<file path="src/rtl/sr_flag_bank.sv">
`default_nettype none
// ============================================================================
// Module      : sr_flag_bank
// Description : Bank of WIDTH clocked set/reset flags with optional input
//               synchronisers, level/edge capture, a selectable conflict rule,
//               masked software clear, masked irq and a saturating rise count.
// Revision    : 1.0 - initial release
// ============================================================================
module sr_flag_bank #(
    parameter int               WIDTH       = 8,
    parameter int               SYNC_STAGES = 2,
    parameter int               EDGE_MODE   = 0,
    parameter int               CONFLICT    = 0,
    parameter logic [WIDTH-1:0] RESET_VAL   = {WIDTH{1'b0}}
) (
    input  logic             clk,
    input  logic             rst_n,
    input  logic [WIDTH-1:0] s,
    input  logic [WIDTH-1:0] r,
    input  logic             sw_clr_en,
    input  logic [WIDTH-1:0] sw_clr_mask,
    input  logic [WIDTH-1:0] irq_mask,
    input  logic             cnt_clr,
    output logic [WIDTH-1:0] q,
    output logic [WIDTH-1:0] qbar,
    output logic             irq,
    output logic [7:0]       event_cnt
);

    localparam int RISE_W  = $clog2(WIDTH + 1);
    localparam int CNT_MAX = 255;

    logic [WIDTH-1:0]  s_sy;
    logic [WIDTH-1:0]  r_sy;
    logic [WIDTH-1:0]  es;
    logic [WIDTH-1:0]  er;
    logic [WIDTH-1:0]  er_eff;
    logic [WIDTH-1:0]  rise_vec;
    logic [RISE_W-1:0] rises;
    logic [9:0]        cnt_sum;

    logic [WIDTH-1:0]  q_q,   q_d;
    logic              irq_q, irq_d;
    logic [7:0]        event_cnt_q, event_cnt_d;

    // ------------------------------------------------------------------
    // Input synchronisers
    // ------------------------------------------------------------------
    generate
        if (SYNC_STAGES > 0) begin : g_sync
            logic [WIDTH-1:0] s_sync_q [SYNC_STAGES];
            logic [WIDTH-1:0] s_sync_d [SYNC_STAGES];
            logic [WIDTH-1:0] r_sync_q [SYNC_STAGES];
            logic [WIDTH-1:0] r_sync_d [SYNC_STAGES];

            always_comb begin
                s_sync_d[0] = s;
                r_sync_d[0] = r;
                for (int i = 1; i < SYNC_STAGES; i++) begin
                    s_sync_d[i] = s_sync_q[i-1];
                    r_sync_d[i] = r_sync_q[i-1];
                end
            end

            always_ff @(posedge clk or negedge rst_n) begin
                if (!rst_n) begin
                    for (int i = 0; i < SYNC_STAGES; i++) begin
                        s_sync_q[i] <= '0;
                        r_sync_q[i] <= '0;
                    end
                end else begin
                    for (int i = 0; i < SYNC_STAGES; i++) begin
                        s_sync_q[i] <= s_sync_d[i];
                        r_sync_q[i] <= r_sync_d[i];
                    end
                end
            end

            assign s_sy = s_sync_q[SYNC_STAGES-1];
            assign r_sy = r_sync_q[SYNC_STAGES-1];
        end else begin : g_nosync
            assign s_sy = s;
            assign r_sy = r;
        end
    endgenerate

    // ------------------------------------------------------------------
    // Capture: level pass-through or zero-latency rising-edge detect
    // ------------------------------------------------------------------
    generate
        if (EDGE_MODE != 0) begin : g_edge
            logic [WIDTH-1:0] s_prev_q, s_prev_d;
            logic [WIDTH-1:0] r_prev_q, r_prev_d;

            always_comb begin
                s_prev_d = s_sy;
                r_prev_d = r_sy;
            end

            // Cleared prev flops make an input that is high across reset
            // release appear as a fresh edge.
            always_ff @(posedge clk or negedge rst_n) begin
                if (!rst_n) begin
                    s_prev_q <= '0;
                    r_prev_q <= '0;
                end else begin
                    s_prev_q <= s_prev_d;
                    r_prev_q <= r_prev_d;
                end
            end

            assign es = s_sy & ~s_prev_q;
            assign er = r_sy & ~r_prev_q;
        end else begin : g_level
            assign es = s_sy;
            assign er = r_sy;
        end
    endgenerate

    // Software clear joins the hardware reset request and obeys CONFLICT.
    assign er_eff = er | (sw_clr_mask & {WIDTH{sw_clr_en}});

    // ------------------------------------------------------------------
    // Flag next state
    // ------------------------------------------------------------------
    always_comb begin
        q_d = q_q;
        for (int i = 0; i < WIDTH; i++) begin
            case ({es[i], er_eff[i]})
                2'b10: q_d[i] = 1'b1;
                2'b01: q_d[i] = 1'b0;
                2'b11: begin
                    case (CONFLICT)
                        0:       q_d[i] = 1'b1;
                        1:       q_d[i] = 1'b0;
                        2:       q_d[i] = ~q_q[i];
                        default: q_d[i] = q_q[i];
                    endcase
                end
                default: q_d[i] = q_q[i];
            endcase
        end
    end

    // ------------------------------------------------------------------
    // Rise count and irq
    // ------------------------------------------------------------------
    always_comb begin
        rise_vec = ~q_q & q_d;
        rises    = '0;
        for (int i = 0; i < WIDTH; i++) begin
            rises = rises + RISE_W'(rise_vec[i]);
        end
    end

    // Clear acts before the add so events in the clearing cycle survive.
    always_comb begin
        cnt_sum = (cnt_clr ? 10'd0 : {2'b00, event_cnt_q}) + 10'(rises);
        if (cnt_sum > 10'(CNT_MAX)) begin
            event_cnt_d = 8'hFF;
        end else begin
            event_cnt_d = cnt_sum[7:0];
        end
        irq_d = |(q_q & irq_mask);
    end

    always_ff @(posedge clk or negedge rst_n) begin
        if (!rst_n) begin
            q_q         <= RESET_VAL;
            irq_q       <= 1'b0;
            event_cnt_q <= 8'd0;
        end else begin
            q_q         <= q_d;
            irq_q       <= irq_d;
            event_cnt_q <= event_cnt_d;
        end
    end

    assign q         = q_q;
    assign qbar      = ~q_q;
    assign irq       = irq_q;
    assign event_cnt = event_cnt_q;

endmodule
`default_nettype wire
</file>
<file path="config.mk">
export PLATFORM = sky130hd
export DESIGN_NAME = sr_flag_bank
export DESIGN_NICKNAME = d
export VERILOG_FILES = /design/src/rtl/sr_flag_bank.sv
export SDC_FILE = /design/constraint.sdc
export NUM_CORES = 1
export LEC_CHECK = 0
export BUFFER_PORTS_ARGS = -buffer_cell sky130_fd_sc_hd__buf_2
export CELL_PAD_IN_SITES_DETAIL_PLACEMENT = 1
export CELL_PAD_IN_SITES_GLOBAL_PLACEMENT = 2
export CORE_ASPECT_RATIO = 0.6
export CORE_MARGIN = 3
export CORE_UTILIZATION = 34
export CTS_CLUSTER_SIZE = 25
export DETAILED_ROUTE_END_ITERATION = 8
export MAX_ROUTING_LAYER = met4
export PLACE_DENSITY = 0.89
export SLEW_MARGIN = 10
export SYNTH_ARGS = -nofsm -noshare
export SYNTH_HDL_FRONTEND = slang
export SYNTH_SLANG_ARGS = --single-unit
</file>
<file path="constraint.sdc">
create_clock -name clk -period 5.6 [get_ports clk]
set_input_delay 1.12 -clock clk [delete_from_list [all_inputs] [get_ports clk]]
set_output_delay 1.12 -clock clk [all_outputs]
set_load 0.01 [all_outputs]
</file>
* Word-level counts from Yosys, hierarchy flattened
Index checks and enable logic that the tools add are counted.
Widths: inputs -> output; s select.
** Storage, ports and cells
- Flip-flop bits (word level) :: 49
- Bits of input ports :: 36
- Word-level logic and storage cells :: 64
** Operators by class
- Add/subtract/negate cells :: 8
- Bitwise logic cells :: 5
- Order comparisons :: 1
- Mux-type cells :: 10
- Equal/unequal tests :: 24
- Reductions and logical operators :: 9
** Operator list (number)
- $eq 2x2->1 const B :: 16
- $and 8x8->8 :: 3
- $add 4x1->4 :: 4
- $eq 2x1->1 const B :: 8
- $mux 8 :: 2
- $pmux 1 s2 :: 8
- $reduce_or 2->1 :: 8
- $add 8x4->9 :: 1
- $gt 9x8->1 const B :: 1
- $not 8->8 :: 1
- $or 8x8->8 :: 1
- $reduce_or 8->1 :: 1
- $add 3x1->4 :: 1
- $add 2x1->3 :: 1
- $add 1x1->2 :: 1

* Logic depth before layout (Yosys ltp)
Gate-level depths: netlist of run 1.
- Depth in word-level cells :: 16
- Depth in mapped cells :: 13
- Gate-level depth less buffers :: 13

* Least setup slack after synthesis of run 1
No wires, ideal clock.
- Kind :: input to register
- Start :: input cnt_clr
- End :: register event_cnt_q[6] (netlist: event_cnt[6])
- Arrival time :: 3.745 ns
- Required time :: 5.479 ns
- Stages on the path :: 11
- Buffers on the path :: 0
- Setup time :: 0.121 ns
- Path slack :: 1.734 ns
- Cells stage by stage :: nand2b_1 fa_1 inv_1 fa_1 fa_1 inv_1 fa_1 nand2b_1 a21oi_1 and4bb_2 nor3_1
** On the way
- Word-level cells in the longest chain between the ends :: 4
** Ends and longest elaborated chain
- from (decl) :: RTL line 23 : input logic cnt_clr,
- $mux 8 (*) :: RTL line 158 : cnt_sum = (cnt_clr ? 10'd0 : {2'b00, event_cnt_q}) + 10'(rises);
- $add 8x4->9 (*) :: RTL line 158
- $gt 9x8->1 :: RTL line 159 : if (cnt_sum > 10'(CNT_MAX)) begin
- $mux 8 (*) :: RTL line 159
- named net event_cnt_d[6] :: RTL line 44 : logic [7:0] event_cnt_q, event_cnt_d;
- to (signal assigned) :: RTL line 175 : event_cnt_q <= event_cnt_d;
- to (decl) :: RTL line 44
The timed path passes the listed nets; every way through them passes the cells marked *.

* Worst setup path after layout of run 1
Same ends and word-level chain as after synthesis.

==> results.md, run 1 <==
* Pre-CTS setup slack at 1.243 ns
* CP endpoint kind: flop
* Synthesized area at 1901 sq um
* Fin crit share at 72.27%
* Placeable core area at 5230 sq um
* Sequential power share at 49.6%
* # Post-CTS Setup Buffers at 0
* Final worst-path setup slack at 1.553 ns
* Chip width at 102.5 um
* Synth Warn # at 0
* FF-to-FF setup slack at 1.56 ns
* # hold bufs at CTS at 0
* Mean Syn Cell Area at 13.29 sq um
* TNS Setup at 0 ns
* Maxcap violations at 0
* Syn nets at 190
* Comb power frac at 20.0%
* ANT cells at 0
* WL per Instance at 15.22 um
* Worst Reg-to-Reg Cells at 13
* Top achievable clock speed at 0.2471 GHz
* Fin. Hold Viols at 0
* Pleak at 0.001238 uW
* FP Rows at 20
* Post-synthesis async set-or-reset flop share at 100.0%
* Clock root buffer: clkbuf_8
* Sequential element share of the synthesized area at 64.52%
* Largest net degree at the start of global routing at 50
* Routed via count at 1262
* FILL cells at 568
* Worst setup SP type: primary input
* CTS tree: yes
* Post-CTS sizing at 0
* Actual slew at the worst max-slew pin at 0.5569 ns
* Number of library cell types mapped by synthesis at 29
* Via density at 4.572
* Main flop type after synthesis: dfrtp_1
* Grt ovf at 0
* FF-to-FF End: event_cnt[6]
* Antenna viol nets, final at 0
* Int Pwr at 588.1 uW
* DP Wirelength at 3.389 mm
* GPL Wtd Cong at 0.8199
* WP data arrival at 4.23 ns
* Layout Skew at 0.008129 ns
* Inst Count DP at 268
* CP max stage delay at 0.56 ns
* Clk pwr share at 30.5%
* Cell Count, Final, Fillers Out at 276
* Pwr dens at 335.0 nW/um^2
* Met2 usage at 19.61%
* Max VDD drop at 0.1648 mV
* Die Y at 63.92 um
* Initial DRC Count at 25
* Cells after synthesis at 143
* Reg area at 1226 sq um
* DRC at 0
* Routing usage on met1 at 21.30%
* Number of global-route vias before repair at 1327
* Num CTS Buffers at 5
* Slowest-stage cell, CP: fa_1
* 1st-pass router iterations at 4
* Hold/Removal Path Class: flop to flop
* Top cell types by occurrence after synthesis: dfrtp_1 (49), inv_1 (14), nand2_1 (11), or2_2 (9), a211oi_1 (8)
* Finish-stage setup viols at 0
* Total track usage at 14.20%
* Max_slew headroom at 62.87%
* Switch Pwr at 218.3 uW
* Critical path endpoint: event_cnt[6]
* Io pins at 61
* Clock latency on the worst-skew pair at 0.29 ns
* Count of flip-flops with a built-in enable after synthesis at 0
* Clock-pin transition on the worst setup and hold timing paths at 0.09 ns
* Layout area overhead at 26.66%
* Sw Ratio at 27.07%
* Crit path kind: primary input to flop
* Fin nets at 257
* Global Route met3 Usage at 3.708%
* Share of layout cells above drive strength 1 at 38.10%
* Top cell type by total area after synthesis: dfrtp_1
* Number of H-tree levels at 2
* Crit path top cell by count: fa_1
* CTS Buffer Depth at 2
* Period minus WS final at 4.047 ns
* Fin Hold WS at 0.3535 ns
* Status: completed
* CTS Sinks at 49
* First-pass GRT wire length at 6.851 mm
* Crit-path cells: buf_2, nand2b_1, fa_1, inv_1, fa_1, fa_1, inv_1, fa_1, nand2b_1, a21oi_1, and4bb_2, nor3_1
* RSZ-0062 raised after global routing: false
* Port Buffers at 60
* Die Footprint at 6553 sq um
* CP Launch Point: cnt_clr
* Ranking of synthesized cells by area: dfrtp_1 (65%), fa_1 (5.3%), ha_1 (3.9%)
* Count leader, synth: dfrtp_1
* Layer with the highest usage: met1
* Antenna violations before repair at 0
* Post-synth top area share at 64.52%
* Multi-input gate area at 618.1 sq um
* Yosys reg bits at 49
* Worst Path Max Fanout at 10
* Routed WL at 4.202 mm
* Required time of the worst setup path at 5.78 ns
* Max Slew Vio Count at 0
* Initial Util at 36.34%
==> through the flow <==
step	power, uW	utilization (%)	area, sq um
global route	855.3	46.03	2407
CTS	816.9	45.65	2387
detailed placement	570.7	43.59	2280
finish	806.5	46.03	2407
floorplan	494.6	-	1901
global placement	567.5	43.59	2280
==> routing by layer <==
metal | vias to the layer above | wire [um]
met1 | 616 | 2157
met5 | - | 0
met3 | 2 | 255
met4 | 0 | 8
met2 | 39 | 1780
li1 | 605 | -
==> worst min-delay path by stage <==
| stage | start | endpoint | slack [ns] | cells past startpoint |
|---|---|---|---|---|
| 2_1_floorplan | g_sync.r_sync_d[0] | er[0] | 0.33 | 0 |
| 3_3_place_gp | g_sync.r_sync_d[7] | er[7] | 0.33 | 0 |
| 3_5_place_dp | g_sync.s_sync_d[2] | es[2] | 0.34 | 0 |
| 4_1_cts | g_sync.r_sync_d[5] | er[5] | 0.36 | 0 |
| 5_1_grt | g_sync.r_sync_d[4] | er[4] | 0.36 | 0 |
| 6_report | g_sync.r_sync_d[5] | er[5] | 0.35 | 0 |
==> area by class of cell <==
cell class                      count  area share (%)
Sequential cell                    49           50.94
Tap cell                           66           3.430
Clock inverter                      2           1.611
Multi-Input combinational cell     79           25.68
Clock buffer                        5           2.859
Timing Repair Buffer               61           13.31
Inverter                           14           2.183
==> cell usage in the layout, fill, tap and decap left out, types with 5 or more instances in the layout <==
master,instances
a211oi_1,8
buf_2,60
clkbuf_8,5
dfrtp_1,49
fa_1,5
ha_1,6
inv_1,14
nand2_1,11
nand2b_1,5
or2_2,9
==> critical path, delay by kind of cell <==
kind | cells | cell delay, ns
adders and majority gates | 4 | 1.67
AOI/OAI and AO/OA | 1 | 0.45
and+or+nand+nor | 4 | 0.71
buffers and inverters | 3 | 0.27
==> cells by family (layout without fill, tap and decap cells) <==
logic type      count (synthesis)  after routing  synth area share (%)
compound gates                 21             21                 8.098
xor+xnor                        3              3                 1.383
fa+ha+maj                      11             11                 9.217
buf+inv                        15             82                 2.962
flops                          49             49                 64.52
mux                             1              1                0.5267
simple gates                   43             43                 13.30
==> power by group through the flow <==
stage / registers [uW] / clock network (uW) / logic, uW
6_report: 400 / 246 / 161
5_1_grt: 405 / 264 / 186
4_1_cts: 401 / 252 / 164
3_5_place_dp: 408 / 0 / 162
3_3_place_gp: 408 / 0 / 160
2_1_floorplan: 411 / 0 / 83.6
(Power assumes the default switching activity.)
==> run 2: changes to the inputs <==
--- a/config.mk
+++ b/config.mk
@@ -10,11 +10,11 @@
 export CELL_PAD_IN_SITES_GLOBAL_PLACEMENT = 2
 export CORE_ASPECT_RATIO = 0.6
 export CORE_MARGIN = 3
-export CORE_UTILIZATION = 34
+export CORE_UTILIZATION = 29
 export CTS_CLUSTER_SIZE = 25
 export DETAILED_ROUTE_END_ITERATION = 8
 export MAX_ROUTING_LAYER = met4
-export PLACE_DENSITY = 0.89
+export PLACE_DENSITY = 0.81
 export SLEW_MARGIN = 10
 export SYNTH_ARGS = -nofsm -noshare
 export SYNTH_HDL_FRONTEND = slang
==> constraint.sdc (replaced) <==
create_clock -name clk -period 3.5 [get_ports clk]
set_input_delay 0.7 -clock clk [delete_from_list [all_inputs] [get_ports clk]]
set_output_delay 0.7 -clock clk [all_outputs]
set_load 0.01 [all_outputs]
==> run 2 against run 1 <==
Net effect: combinational power is 76% higher; routed wire length is 2.4% higher; flip-flop and latch count stayed put; critical endpoint unchanged.
==> results.md, run 2 (same netlist as run 1, synthesis figures left out) <==
* Crit path top cell by count: fa_1
* Fin area at 2531 sq um
* Layout Skew at 0.009794 ns
* Number of H-tree levels at 2
* Fin nets at 267
* DP Wirelength at 3.371 mm
* Clock root buffer: clkbuf_8
* Actual slew at the worst max-slew pin at 0.6169 ns
* Hold/Removal Path Class: flop to flop
* Chip width at 110.5 um
* Slowest-stage cell, CP: fa_1
* Crit path kind: flop to flop
* WL per Instance at 14.11 um
* CP max stage delay at 0.49 ns
* Reg area at 1226 sq um
* Routed WL at 4.304 mm
* Die Footprint at 7593 sq um
* Antenna violations before repair at 0
* Most common cell after layout, fill and taps aside: buf_2
* Status: completed
* Final worst-path setup slack at 0.07137 ns
* Finish-stage setup viols at 0
* Fin crit share at 97.96%
* Clock-pin transition on the worst setup and hold timing paths at 0.10 ns
* Initial Util at 30.55%
* CP bufs+invs at 3
* Worst setup SP type: flop
* CTS Buffer Depth at 2
* Required time of the worst setup path at 3.69 ns
* Crit-path cells: inv_2, nand2_2, fa_1, fa_1, inv_1, fa_1, fa_2, inv_2, fa_2, nand2b_4, a21oi_4, and4bb_2, nor3_1
* Total track usage at 13.00%
* CP endpoint kind: flop
* FP Rows at 22
* Maxcap violations at 0
* CTS Sinks at 49
* Max_slew headroom at 58.87%
* Number of global-route vias before repair at 1417
* Final core occ at 40.69%
* # hold bufs at CTS at 0
* Placeable core area at 6221 sq um
* Layout area overhead at 33.18%
* Pre-CTS setup slack at -0.02808 ns
* Num CTS Buffers at 5
* Cell family with most CP delay: adder cells
* CTS tree: yes
* 1st-pass router iterations at 4
* FILL cells at 703
* WP data arrival at 3.62 ns
* Max VDD drop at 0.1887 mV
* Die Y at 68.71 um
* Pwr dens at 505.0 nW/um^2
* Antenna viol nets, final at 0
* Routed via count at 1292
* Max Slew Vio Count at 0
* Largest net degree at the start of global routing at 50
* Most frequent cells in the layout: buf_2 (60), dfrtp_1 (49), inv_1 (10), nand2_1 (10), buf_4 (10)
* Share of layout cells above drive strength 1 at 45.25%
* Multi-input gate area at 644.4 sq um
* ANT cells at 0
* Worst Path Max Fanout at 5
* Area after DPL at 2356 sq um
* GPL Wtd Cong at 0.8154
* Period minus WS final at 3.429 ns
* Initial DRC Count at 28
* Via density at 4.236
* Fin. Hold Viols at 0
* First-pass GRT wire length at 7.355 mm
* Top achievable clock speed at 0.2917 GHz
* DRC at 0
* Clock latency on the worst-skew pair at 0.30 ns
* Pleak at 0.001291 uW
* RSZ-0062 raised after global routing: true
* Grt ovf at 0
* Io pins at 61
* Port Buffers at 60
run 2: worst register-to-register path, cell delays in order, from the launching register on:
cell	delay, ns
dfrtp_1	0.41
inv_2	0.07
nand2_2	0.06
fa_1	0.49
fa_1	0.49
inv_1	0.05
fa_1	0.49
fa_2	0.23
inv_2	0.04
fa_2	0.34
nand2b_4	0.15
a21oi_4	0.21
and4bb_2	0.25
nor3_1	0.05
run 2: repair_timing:
action,in CTS,in global routing
buffers inserted,4,2
pin swaps,7,6
cloned,0,0
resized for setup,0,2
setup endpoints to repair,3,8
run 2: layer usage:
layer,GRT usage [%],vias to the layer above,part of all wire [%]
met4,2.919,0,0.79
met2,17.90,43,40
met3,4.795,4,6.3
li1,-,628,-
met1,18.17,617,53
met5,-,-,0
run 2: worst paths after layout:
check	startpoint	end	slack, ns	depth (start not counted)
hold / removal	g_sync.r_sync_d[5]	er[5]	0.35	0
max in group asynchronous	rst_n	g_sync.r_sync_d[5]	2.56	2
setup reg to reg	flop	event_cnt[6]	0.07	13
setup / recovery	flop	event_cnt[6]	0.07	13
hold reg to reg	g_sync.r_sync_d[5]	er[5]	0.35	0
min in group asynchronous	rst_n	g_sync.s_sync_d[2]	0.40	1
run 2: per-stage QoR:
stage	instances	power, uW	setup TNS (ns)	hold slack, ns
finish	305	1278	0	0.3544
global route	305	1368	-0.09437	0.3598
CTS	302	1290	0	0.3576
detailed placement	290	919.5	-0.02808	0.3358
global placement	290	915.7	0	0.3328
floorplan	143	800.5	0	0.3312
run 2: area by class of cell:
| type | instances | share of cell area [%] |
|---|---|---|
| well taps | 84 | 4.152 |
| flip-flops and latches | 49 | 48.44 |
| inverters | 14 | 2.076 |
| clock buffers | 6 | 3.262 |
| clock inverters | 2 | 0.6920 |
| repair buffers | 71 | 15.92 |
| multi-input cells | 79 | 25.46 |
run 2: power breakdown:
group	internal, uW	total [uW]	switching (uW)
sequential	613	636	22.2
combinational	135	283	148
clock	164	360	196
==> run 3: changes to the inputs <==
--- a/config.mk
+++ b/config.mk
@@ -9,7 +9,6 @@
 export CELL_PAD_IN_SITES_DETAIL_PLACEMENT = 1
 export CELL_PAD_IN_SITES_GLOBAL_PLACEMENT = 2
 export CORE_ASPECT_RATIO = 0.6
-export CORE_MARGIN = 3
 export CORE_UTILIZATION = 29
 export CTS_CLUSTER_SIZE = 25
 export DETAILED_ROUTE_END_ITERATION = 8
==> run 3 against run 2 <==
Net effect: maximum frequency shrank 1.4%; worst setup slack lost 0.050 ns; combinational power grew 2%; largest power group unchanged.
==> results.md, run 3 (same netlist as run 1, synthesis figures left out) <==
* Number of global-route vias before repair at 1442
* 1st-pass router iterations at 4
* First-pass GRT wire length at 7.362 mm
* Inst Count DP at 292
* Fin nets at 269
* Fin. Hold Viols at 0
* Clock-pin transition on the worst setup and hold timing paths at 0.10 ns
* Pwr Total at 1275 uW
* # hold bufs at CTS at 0
* Fin crit share at 99.39%
* Port Buffers at 60
* CTS tree: yes
* Clock root buffer: clkbuf_8
* Hold/Removal Path Class: primary input to async pin
* CTS Buffer Depth at 2
* Layout area overhead at 33.90%
* Antenna violations before repair at 0
* FP Rows at 22
* FF-to-FF End: event_cnt[6]
* Clock latency on the worst-skew pair at 0.31 ns
* Worst setup SP type: flop
* Routed via count at 1326
* Die Footprint at 6892 sq um
* Initial DRC Count at 28
* Via density at 4.319
* Period minus WS final at 3.479 ns
* CP endpoint kind: flop
* Top achievable clock speed at 0.2875 GHz
* Finish-stage setup viols at 0
* Actual slew at the worst max-slew pin at 0.3342 ns
* Worst Path Max Fanout at 5
* Chip width at 106.5 um
* Grt ovf at 0
* Area after DPL at 2371 sq um
* Cell Count, Final, Fillers Out at 307
* Largest net degree at the start of global routing at 50
* Num CTS Buffers at 5
* Layout Skew at 0.006895 ns
* Total track usage at 14.87%
* DRC at 0
* Most common cell after layout, fill and taps aside: buf_2
* Max_slew headroom at 77.72%
* DP Wirelength at 3.339 mm
* Max Slew Vio Count at 0
* Final core occ at 40.91%
* Worst Reg-to-Reg Cells at 13
* Pwr dens at 500.8 nW/um^2
* RSZ-0062 raised after global routing: true
* Status: completed
* Maxcap violations at 0
* WP data arrival at 3.68 ns
* Required time of the worst setup path at 3.70 ns
* Antenna viol nets, final at 0
* FF-to-FF setup slack at 0.02 ns
* GPL Wtd Cong at 0.8400
* Die Y at 64.71 um
* Placeable core area at 6221 sq um
* ANT cells at 0
* Initial Util at 30.55%
* Io pins at 61
* CTS Sinks at 49
* Crit path kind: flop to flop
* Pleak at 0.001291 uW
* Fin area at 2545 sq um
* TNS Setup at 0 ns
* Routed WL at 4.371 mm
* Number of H-tree levels at 2
* WL per Instance at 14.24 um
* Max VDD drop at 0.2543 mV
* Share of layout cells above drive strength 1 at 46.64%
* Most frequent cells in the layout: buf_2 (60), dfrtp_1 (49), buf_4 (11)
[run 3: cell types whose count changed in the layout (fill, tap and decap cells not counted), sizes merged]
cell,previous run,this run
buf,71,73
clkbuf,6,5
clkinvlp,0,2
clkinv,1,0
[run 3: final cells by class]
| type | count | area (sq um) |
|---|---|---|
| flip-flops and latches | 49 | 1226 |
| multi-input cells | 79 | 651.9 |
| fillers | 701 | 3676 |
| clock inverters | 3 | 26.28 |
| repair buffers | 73 | 414.1 |
| well taps | 84 | 105.1 |
| clock buffers | 5 | 68.82 |
| inverters | 14 | 52.55 |
[run 3: layer usage]
metal,share of wire [%],track usage (%),vias to the layer above
li1,-,-,635
met1,53,21.22,638
met2,40,20.62,48
met3,5.8,3.823,5
met4,1.1,4.623,0
met5,0,-,-
[run 3: through the flow]
| step | setup WS [ns] | hold WS, ns |
|---|---|---|
| 6_report | 0.02128 | 0.2720 |
| 3_5_place_dp | -0.03306 | 0.3356 |
| 4_1_cts | -0.02666 | 0.3574 |
| 2_1_floorplan | 0.02806 | 0.3312 |
| 5_1_grt | -0.1007 | 0.2694 |
| 3_3_place_gp | 0.05160 | 0.3327 |
[run 3: repair_timing]
item | CTS | global route
buffers inserted | 5 | 1
pin swaps | 8 | 7
resized for setup | 2 | 3
setup endpoints to repair | 6 | 8
[run 3: worst max-delay path by stage]
stage               start      endpoint  slack (ns)  depth (start not counted)
floorplan            flop  event_cnt[6]        0.03                         13
global placement     flop  event_cnt[6]        0.05                         13
detailed placement   flop  event_cnt[6]       -0.03                         13
CTS                  flop  event_cnt[6]       -0.03                         13
global route         flop  event_cnt[6]       -0.10                         13
finish               flop  event_cnt[6]        0.02                         13
[run 3: worst max-delay path: stages, from the launching register on]
cell and delay, ns:
dfrtp_1 0.40, inv_2 0.06, nand2_2 0.06, fa_1 0.50, fa_1 0.51, inv_1 0.05, fa_1 0.49, fa_2 0.23
inv_2 0.05, fa_2 0.34, nand2b_4 0.16, a21oi_4 0.21, and4bb_2 0.26, nor3_2 0.05
[run 3: report_power, final]
part | internal (uW) | switching [uW] | leakage [uW]
clock network | 146 | 203 | 0.0000423
logic | 139 | 150 | 0.000672
registers | 613 | 23.1 | 0.000576
total | 898 | 377 | 0.00129
